<file path="config.mk">
export PLATFORM = sky130hd
export DESIGN_NAME = glitch_response_ctrl
export DESIGN_NICKNAME = d
export VERILOG_FILES = /design/src/rtl/citadel_glitch_pkg.sv /design/src/rtl/glitch_sync.sv /design/src/rtl/glitch_response_ctrl.sv
export SDC_FILE = /design/constraint.sdc
export NUM_CORES = 1
export LEC_CHECK = 0
export CAP_MARGIN = 20
export CORE_ASPECT_RATIO = 1.2
export CORE_UTILIZATION = 51
export CTS_BUF_LIST = sky130_fd_sc_hd__clkbuf_4
export DETAILED_ROUTE_END_ITERATION = 10
export GPL_TIMING_DRIVEN = 0
export PLACE_DENSITY = 0.78
export SKIP_LAST_GASP = 1
export SLEW_MARGIN = 20
export SYNTH_ARGS = -nofsm -noshare
export SYNTH_HDL_FRONTEND = slang
export SYNTH_SLANG_ARGS = --single-unit
export TNS_END_PERCENT = 10
</file>
<file path="constraint.sdc">
create_clock -name clk -period 1.85 [get_ports clk]
set_input_delay 0.185 -clock clk [delete_from_list [all_inputs] [get_ports clk]]
set_output_delay 0.185 -clock clk [all_outputs]
set_load 0.01 [all_outputs]
</file>
<file path="src/rtl/citadel_glitch_pkg.sv">
// Shared state encoding and default parameter values for the glitch response controller.
package citadel_glitch_pkg;

  typedef enum logic [2:0] {
    ST_ARMED    = 3'd0,
    ST_RESPOND  = 3'd1,
    ST_COOLDOWN = 3'd2,
    ST_LOCKED   = 3'd3
  } state_e;

  localparam int unsigned DEF_SYNC_STAGES        = 2;
  localparam int unsigned DEF_FILTER_LEN         = 3;
  localparam int unsigned DEF_RESET_PULSE_CYCLES = 16;
  localparam int unsigned DEF_COOLDOWN_CYCLES    = 64;
  localparam int unsigned DEF_MAX_STRIKES        = 3;
  localparam int unsigned DEF_CNT_W              = 8;

  function automatic int unsigned max_u(input int unsigned a, input int unsigned b);
    return (a > b) ? a : b;
  endfunction

endpackage

</file>
<file path="src/rtl/glitch_sync.sv">
// Flop-chain synchronizer for the asynchronous detector level, with synchronous clear.
(* keep_hierarchy = "yes" *)
module glitch_sync #(
  parameter int unsigned STAGES = 2
) (
  input  logic clk,
  input  logic clr_i,
  input  logic d_i,
  output logic q_o
);

  logic [STAGES-1:0] sync_q;

  always_ff @(posedge clk) begin
    if (clr_i) begin
      sync_q <= '0;
    end else begin
      sync_q <= {sync_q[STAGES-2:0], d_i};
    end
  end

  assign q_o = sync_q[STAGES-1];

endmodule

</file>
<file path="src/rtl/glitch_response_ctrl.sv">
// Turns qualified glitch events into timed reset pulses, cooldown and strike lockout.
// Build option GLITCH_STICKY_LOCK_EN: LOCKED can only be left through rst.
//
// state    | meaning
// ARMED    | filtering det_s, host clears accepted here
// RESPOND  | SYS_RESET asserted for RESET_PULSE_CYCLES
// COOLDOWN | detector ignored for COOLDOWN_CYCLES
// LOCKED   | strike limit reached, LOCKOUT and SYS_RESET held
module glitch_response_ctrl
  import citadel_glitch_pkg::*;
#(
  parameter int unsigned SYNC_STAGES        = DEF_SYNC_STAGES,
  parameter int unsigned FILTER_LEN         = DEF_FILTER_LEN,
  parameter int unsigned RESET_PULSE_CYCLES = DEF_RESET_PULSE_CYCLES,
  parameter int unsigned COOLDOWN_CYCLES    = DEF_COOLDOWN_CYCLES,
  parameter int unsigned MAX_STRIKES        = DEF_MAX_STRIKES,
  parameter int unsigned CNT_W              = DEF_CNT_W
) (
  input  logic             clk,
  input  logic             rst,
  input  logic             GLITCH_DETECTED,
  input  logic             CLEAR_REQ,
  output logic             CLEAR_ACK,
  output logic             SYS_RESET,
  output logic             LOCKOUT,
  output logic [CNT_W-1:0] GLITCH_COUNT,
  output logic [2:0]       STATE
);

  localparam int unsigned TMR_W  = $clog2(max_u(RESET_PULSE_CYCLES, COOLDOWN_CYCLES) + 1);
  localparam int unsigned FILT_W = $clog2(FILTER_LEN + 1);
  localparam int unsigned STRK_W = $clog2(MAX_STRIKES + 1);

  logic det_s;

  state_e             state_q, state_d;
  logic [TMR_W-1:0]   tmr_q, tmr_d;
  logic [FILT_W-1:0]  filt_q, filt_d;
  logic [STRK_W-1:0]  strikes_q, strikes_d;
  logic [CNT_W-1:0]   gcount_q, gcount_d;
  logic               ack_q, ack_d;
  logic               sys_reset_q, sys_reset_d;
  logic               lockout_q, lockout_d;
  logic               clr_done_q, clr_done_d;
  logic               hit;
  logic               clr_ok;
  logic               clr_accept;

  glitch_sync #(
    .STAGES (SYNC_STAGES)
  ) u_sync (
    .clk   (clk),
    .clr_i (rst),
    .d_i   (GLITCH_DETECTED),
    .q_o   (det_s)
  );

  // A request already acknowledged must drop low before another can be accepted.
  assign clr_ok = CLEAR_REQ & ~clr_done_q;

  always_comb begin
    state_d    = state_q;
    tmr_d      = tmr_q;
    filt_d     = '0;
    strikes_d  = strikes_q;
    gcount_d   = gcount_q;
    ack_d      = 1'b0;
    clr_done_d = clr_done_q & CLEAR_REQ;
    hit        = 1'b0;
    clr_accept = 1'b0;

    case (state_q)
      ST_ARMED: begin
        if (det_s) begin
          if (filt_q == FILT_W'(FILTER_LEN - 1)) begin
            hit = 1'b1;
          end else begin
            filt_d = filt_q + FILT_W'(1);
          end
        end
        if (hit) begin
          if (gcount_q != {CNT_W{1'b1}}) begin
            gcount_d = gcount_q + CNT_W'(1);
          end
          strikes_d = strikes_q + STRK_W'(1);
          if (strikes_d >= STRK_W'(MAX_STRIKES)) begin
            state_d = ST_LOCKED;
          end else begin
            state_d = ST_RESPOND;
            tmr_d   = TMR_W'(RESET_PULSE_CYCLES - 1);
          end
        end else if (clr_ok) begin
          strikes_d  = '0;
          clr_accept = 1'b1;
        end
      end
      ST_RESPOND: begin
        if (tmr_q == '0) begin
          state_d = ST_COOLDOWN;
          tmr_d   = TMR_W'(COOLDOWN_CYCLES - 1);
        end else begin
          tmr_d = tmr_q - TMR_W'(1);
        end
      end
      ST_COOLDOWN: begin
        if (tmr_q == '0) begin
          state_d = ST_ARMED;
        end else begin
          tmr_d = tmr_q - TMR_W'(1);
        end
      end
      ST_LOCKED: begin
`ifndef GLITCH_STICKY_LOCK_EN
        if (clr_ok) begin
          state_d    = ST_ARMED;
          strikes_d  = '0;
          clr_accept = 1'b1;
        end
`endif
      end
      default: state_d = ST_ARMED;
    endcase

    if (clr_accept) begin
      ack_d      = 1'b1;
      clr_done_d = 1'b1;
    end

    sys_reset_d = (state_d == ST_RESPOND) || (state_d == ST_LOCKED);
    lockout_d   = (state_d == ST_LOCKED);
  end

  always_ff @(posedge clk) begin
    if (rst) begin
      state_q     <= ST_ARMED;
      tmr_q       <= '0;
      filt_q      <= '0;
      strikes_q   <= '0;
      gcount_q    <= '0;
      ack_q       <= 1'b0;
      sys_reset_q <= 1'b0;
      lockout_q   <= 1'b0;
      clr_done_q  <= 1'b0;
    end else begin
      state_q     <= state_d;
      tmr_q       <= tmr_d;
      filt_q      <= filt_d;
      strikes_q   <= strikes_d;
      gcount_q    <= gcount_d;
      ack_q       <= ack_d;
      sys_reset_q <= sys_reset_d;
      lockout_q   <= lockout_d;
      clr_done_q  <= clr_done_d;
    end
  end

  assign CLEAR_ACK    = ack_q;
  assign SYS_RESET    = sys_reset_q;
  assign LOCKOUT      = lockout_q;
  assign GLITCH_COUNT = gcount_q;
  assign STATE        = state_q;

endmodule

</file>
* Yosys cells after proc, flatten, opt, wreduce, memory -nomap -nowiden *
Index checks and enable logic that the tools add are counted.

cells by class
  add/subtract/negate cells = 4
  magnitude comparators = 1
  eq/ne operators = 10
  multiplexer cells = 22
  bitwise gates (word level) = 5
  reductions and logical operators = 8

operator list
  operator                                                                number
  7-bit two-way mux                                                       4
  7-bit case mux with 3 select lines                                      1
  3-bit two-way mux                                                       4
  3-bit case mux with 4 select lines                                      1
  3-bit by 2-bit equality test with 1-bit output (second input constant)  3
  8-bit by 1-bit adder with 8-bit output (second input constant)          1
  8-bit != test (second input constant)                                   1
  7-bit logical NOT                                                       1
  1-bit two-way mux                                                       7
  7-bit by 1-bit subtractor with 7-bit output (second input constant)     1
  3-bit by 1-bit equality test with 1-bit output (second input constant)  2
  2-bit two-way mux                                                       3
  2-bit != test (second input constant)                                   3
  2-bit by 1-bit adder with 2-bit output (second input constant)          2
  2-bit case mux with 2 select lines                                      1
  4-bit AND reduction                                                     1
  4-bit OR reduction                                                      1
  3-bit logical NOT                                                       1
  1-bit inverter                                                          3
  3-bit AND reduction                                                     1
  3-bit nonzero test                                                      1
  1-bit bitwise AND                                                       2
  2-bit equality test (second input constant)                             1
  2-bit >= comparator (second input constant)                             1
  other kinds (3)                                                         3

storage, ports and cells
  bits in registers = 28
  input port bits = 4
  output and inout bits = 14
  word-level logic and storage cells = 60

* Depth between registers and ports, before layout *
  word-level depth = 8
  depth in mapped cells = 8
  depth with buffers taken out = 6

* Hierarchy *
The synthesis kept the hierarchy.

by module, submodules not included
  module                times used  cells each  area an instance (um^2)  seq. area each (um^2)
  glitch_response_ctrl  1           155         1,336.3                  520.5
  glitch_sync           1           4           52.6                     40.0

* Worst setup path after synthesis *
No wires, ideal clock.

  kind = reg2reg
  start point = register filt_q[0]
  end point = register gcount_q[7], in the netlist GLITCH_COUNT[7]
  setup time = 121 ps
  arrival = 1,733 ps
  data required time = 1,729 ps
  setup slack = -4 ps
  cell stages (with the launch flop) = 8
  buffers on the path = 1
  period minus slack after synthesis = 1,854 ps
  cells stage by stage = dfxtp_1 -> inv_1 -> ha_1 -> nand2_1 -> or4_1 -> clkbuf_2 -> nor4_1 -> mux2_2

on the way
  longest elaborated chain between the ends = 5

RTL lines
  what                           line                         RTL
  from (decl)                    glitch_response_ctrl.sv:38   logic [FILT_W-1:0] filt_q, filt_d;
  from (signal assigned)         glitch_response_ctrl.sv:147  filt_q <= filt_d;
  2-bit equality test            glitch_response_ctrl.sv:75   if (filt_q == FILT_W'(FILTER_LEN - 1)) begin
  1-bit two-way mux              glitch_response_ctrl.sv:75
  1-bit two-way mux              glitch_response_ctrl.sv:74   if (det_s) begin
  1-bit two-way mux              glitch_response_ctrl.sv:72   case (state_q)
  3-bit AND reduction (no line)  n/a
  to (signal assigned)           glitch_response_ctrl.sv:149  gcount_q <= gcount_d;
  to (decl)                      glitch_response_ctrl.sv:40   logic [CNT_W-1:0] gcount_q, gcount_d;

Every way passes these cells. The select of a mux whose other input is x is not followed.
A chain may end at the register's enable or synchronous reset.

* Worst setup path after layout *
Same ends and word-level chain as after synthesis.

==> impl_metrics.yaml <==
outcome:
  run_status: "complete, but fails checks"
  violations: "setup timing"
cells_and_area:
  drive_gt1_share_pct: 16.1
  n_fill_cell: 197
  area_delta_synth_final_pct: 26.9
  n_antenna_cell: 0
  num-nets-final: 190
clock_tree:
  h-tree-depth: 1
  tritoncts_num_sinks: 28
  clk_transition_reported_paths_ns: 0.16
  clk-insertion-delay-late_ns: 0.34
  tritoncts_buffers: 3
  cts_hold_buffers: 0
  ctsRootBufferMaster: "sky130_fd_sc_hd__clkbuf_4"
  clock_tree_from_tritoncts: "yes"
  max-clock-path-buffers: 2
placement:
  routabilityCongestion: 0.857
  numPortBuffers: 17
  hpwl_um: 2300
timing:
  worst_slack_ns: -0.0354
  timing.final.setup_violations: 2
  tightest_slew_ns: 0.586
  worst_clock_skew_ns: 0.00812
  final-hold-violation-count: 0
  timing_max_transition_violations_final: 0
  relSlewSlack_pct: 60.6
  final_min_period_over_clock_period_pct: 102
  fin_tns_setup_ns: -0.0669
  fmax_mhz: 530
  period_minus_slack_ns: 1.89
  rsz0062_at_grt: "yes"
floorplanning:
  fp.dieW_um: 49.6
  num_io_pins: 18
  die_height_um: 59.2
  rows: 20
  die_area_um2: 2940
  initial_utilization_pct: 54.4
  core_area_um2: 2550
grt:
  number_of_antenna_violations_at_the_first_check_in_global_routing: 0
  grt_max_degree: 17
  grt_pass1_wl_um: 5340
  globalRoute.totalOverflow: 0
  grt_use_total_pct: 24.2
  number_of_global_route_vias_before_repair: 1268
worst_setup_path:
  critical-path-max-stage-delay_ns: 0.42
  critical_path.cell_chain: "inv_2, ha_4, nand2_4, or4_4, buf_6, nor4_4, mux2_4"
  crit_fanout: 7
  worst_setup_path_category: "reg2reg"
  setup.worst_path.end_class: "flip-flop"
  worst-endpoint-required_ns: 2.10
  timing.critical_path.arrival_ns: 2.14
  critPathTopFamily: "simple AND/OR/NAND/NOR gates"
  worst_path_max_delay_cell: "sky130_fd_sc_hd__or4_4"
  crit_path_start_kind: "flip-flop"
  crit_buf_inv: 2
power:
  total_power_mw: 1.07
  power_density_nw_per_um2: 606
  p_leak_nw: 0.634
  largest_voltage_drop_on_the_vdd_net_v: 0.000572
detailed_routing:
  drtPass1Iterations: 5
  via_count: 1333
  drt-wirelength-per-cell_um: 15.6
  drc_errors: 0
  postRouteAntennaNets: 0
  initialDrtViolationCount: 66
  route.detailed.vias_per_inst: 6.26
  finalWirelength_um: 3320
logic_synthesis:
  post_synth_most_frequent_cells: "sky130_fd_sc_hd__dfxtp_1 (28), sky130_fd_sc_hd__a21oi_1 (12), sky130_fd_sc_hd__nand2_1 (9)"
  synth-main-ff-cell: "sky130_fd_sc_hd__dfxtp_1"
  syn-cell-area_um2: 1390
  synth_cell_types: 45
  yosys_warnings: 0
  syn-mean-instance-area_um2: 8.73
  synth_top_area_cell: "sky130_fd_sc_hd__dfxtp_1"
  ys_async_sr_fraction_pct: 0
  netlist_top_cells_area: "sky130_fd_sc_hd__dfxtp_1 (40%), sky130_fd_sc_hd__ha_1 (4.5%), sky130_fd_sc_hd__a21oi_1 (4.3%), sky130_fd_sc_hd__a211oi_1 (3.8%), sky130_fd_sc_hd__nor3b_1 (3.2%)"
  post-synth-top-count-cell: "sky130_fd_sc_hd__dfxtp_1"
  synth.yosys.seq_area_share_pct: 40.4
  netlist_instances: 159
  number_of_flops_mapped_to_enable_cells_by_yosys: 0
  synth.ff_latch_count: 28
  yosys.area.top_type_share_pct: 40.4
  synth.net_count: 168
flow_run:
  max_cap_violations: 0
worst_hold_path:
  timing.hold.worst.class: "in2reg"
[power by group]
group	total [mW]	switching [mW]	leakage, nW	internal, mW
clock network	0.411	0.191	0.0279	0.220
registers	0.612	0.00311	0.228	0.609
logic	0.0452	0.0260	0.379	0.0192
[worst paths after layout]
kind / start / endpoint / slack (ns) / depth (start not counted)
worst max-delay path: filt_q[0] / GLITCH_COUNT[7] / -0.04 / 7
worst min-delay path: GLITCH_DETECTED / u_sync/sync_q[0] / 0.38 / 2
worst max register to register: filt_q[0] / GLITCH_COUNT[7] / -0.04 / 7
worst min register to register: filt_q[0] / filt_q[0] / 0.42 / 1
[layer usage]
| metal | track usage, % | part of all wire (%) | vias to the layer above | routed length, um |
|---|---|---|---|---|
| met1 | 26.5 | 42 | 624 | 1380 |
| met4 | 13.1 | 3.3 | 0 | 110 |
| met5 | 0 | 0 | - | 0 |
| met3 | 3.85 | 4.4 | 18 | 147 |
| met2 | 44.4 | 51 | 59 | 1680 |
| li1 | - | - | 632 | - |
[sequential cells by signal (all words and copies together) (netlist names)]
name	count
CLEAR_ACK	1
tmr_q	7
clr_done_q	1
GLITCH_COUNT	8
strikes_q	2
LOCKOUT	1
STATE	3
SYS_RESET	1
filt_q	2
u_sync/sync_q	2
[per-stage QoR]
| step | util, % | hold slack (ns) | setup slack [ns] | std cells | area, um^2 |
|---|---|---|---|---|---|
| 6_report | 69.1 | 0.378 | -0.0354 | 213 | 1760 |
| 4_1_cts | 65.0 | 0.390 | -0.211 | 213 | 1660 |
| 3_3_place_gp | 62.9 | 0.402 | -0.132 | 209 | 1610 |
| 3_5_place_dp | 62.9 | 0.427 | -0.176 | 209 | 1610 |
| 5_1_grt | 69.1 | 0.377 | -0.0773 | 213 | 1760 |
| 2_1_floorplan | - | 0.257 | 0.0131 | 159 | 1400 |
[layout by cell type, fill, tap and decap left out, types with 2 or more instances in the layout]
cell type                         count
sky130_fd_sc_hd__ha_1                 4
sky130_fd_sc_hd__a31oi_1              3
sky130_fd_sc_hd__clkbuf_1             2
sky130_fd_sc_hd__or4_4                2
sky130_fd_sc_hd__a21oi_1             11
sky130_fd_sc_hd__o41ai_1              3
sky130_fd_sc_hd__clkbuf_4             3
sky130_fd_sc_hd__o311ai_0             2
sky130_fd_sc_hd__a211oi_1             7
sky130_fd_sc_hd__nor3b_1              5
sky130_fd_sc_hd__o21ai_0              3
sky130_fd_sc_hd__clkdlybuf4s50_1     17
sky130_fd_sc_hd__nand2_1              8
sky130_fd_sc_hd__dfxtp_2              2
sky130_fd_sc_hd__buf_2                3
sky130_fd_sc_hd__nand2b_1             4
sky130_fd_sc_hd__nor2_1               8
sky130_fd_sc_hd__nand3b_1             4
sky130_fd_sc_hd__inv_1                7
sky130_fd_sc_hd__a21bo_2              2
sky130_fd_sc_hd__or3_1                3
sky130_fd_sc_hd__nor2b_1              4
sky130_fd_sc_hd__nor3_1               4
sky130_fd_sc_hd__and3_1               2
sky130_fd_sc_hd__nand3_1              5
sky130_fd_sc_hd__o21a_1               2
sky130_fd_sc_hd__a311oi_1             2
sky130_fd_sc_hd__dfxtp_1             26
[area by class of cell]
type	count	area, um^2	area share [%]
Multi-Input combinational cell	115	860	48.8
Sequential cell	28	563	31.9
Timing Repair Buffer	17	170	9.65
Buffer	8	46.3	2.63
Tap cell	33	41.3	2.34
Clock inverter	1	30.0	1.70
Inverter	8	30.0	1.70
Clock buffer	3	22.5	1.28
[timing repair]
action | 4_1_cts | 5_1_grt
buffers inserted | 0 | 0
gates resized for setup | 0 | 29
pin swaps | 0 | 2
setup endpoints to repair | 14 | 21
[kinds of logic (layout without fill, tap and decap cells)]
| group | Yosys count | in the layout | synth area share, % |
|---|---|---|---|
| simple gates | 59 | 59 | 24.1 |
| compound gates | 47 | 47 | 24.0 |
| flops | 28 | 28 | 40.4 |
| buf+inv | 16 | 37 | 4.77 |
| fa+ha+maj | 5 | 5 | 4.50 |
| xor+xnor | 2 | 2 | 1.26 |
| other cells | 1 | 1 | 0.270 |
| mux | 1 | 1 | 0.811 |
Power figures use the tool's default switching activity.
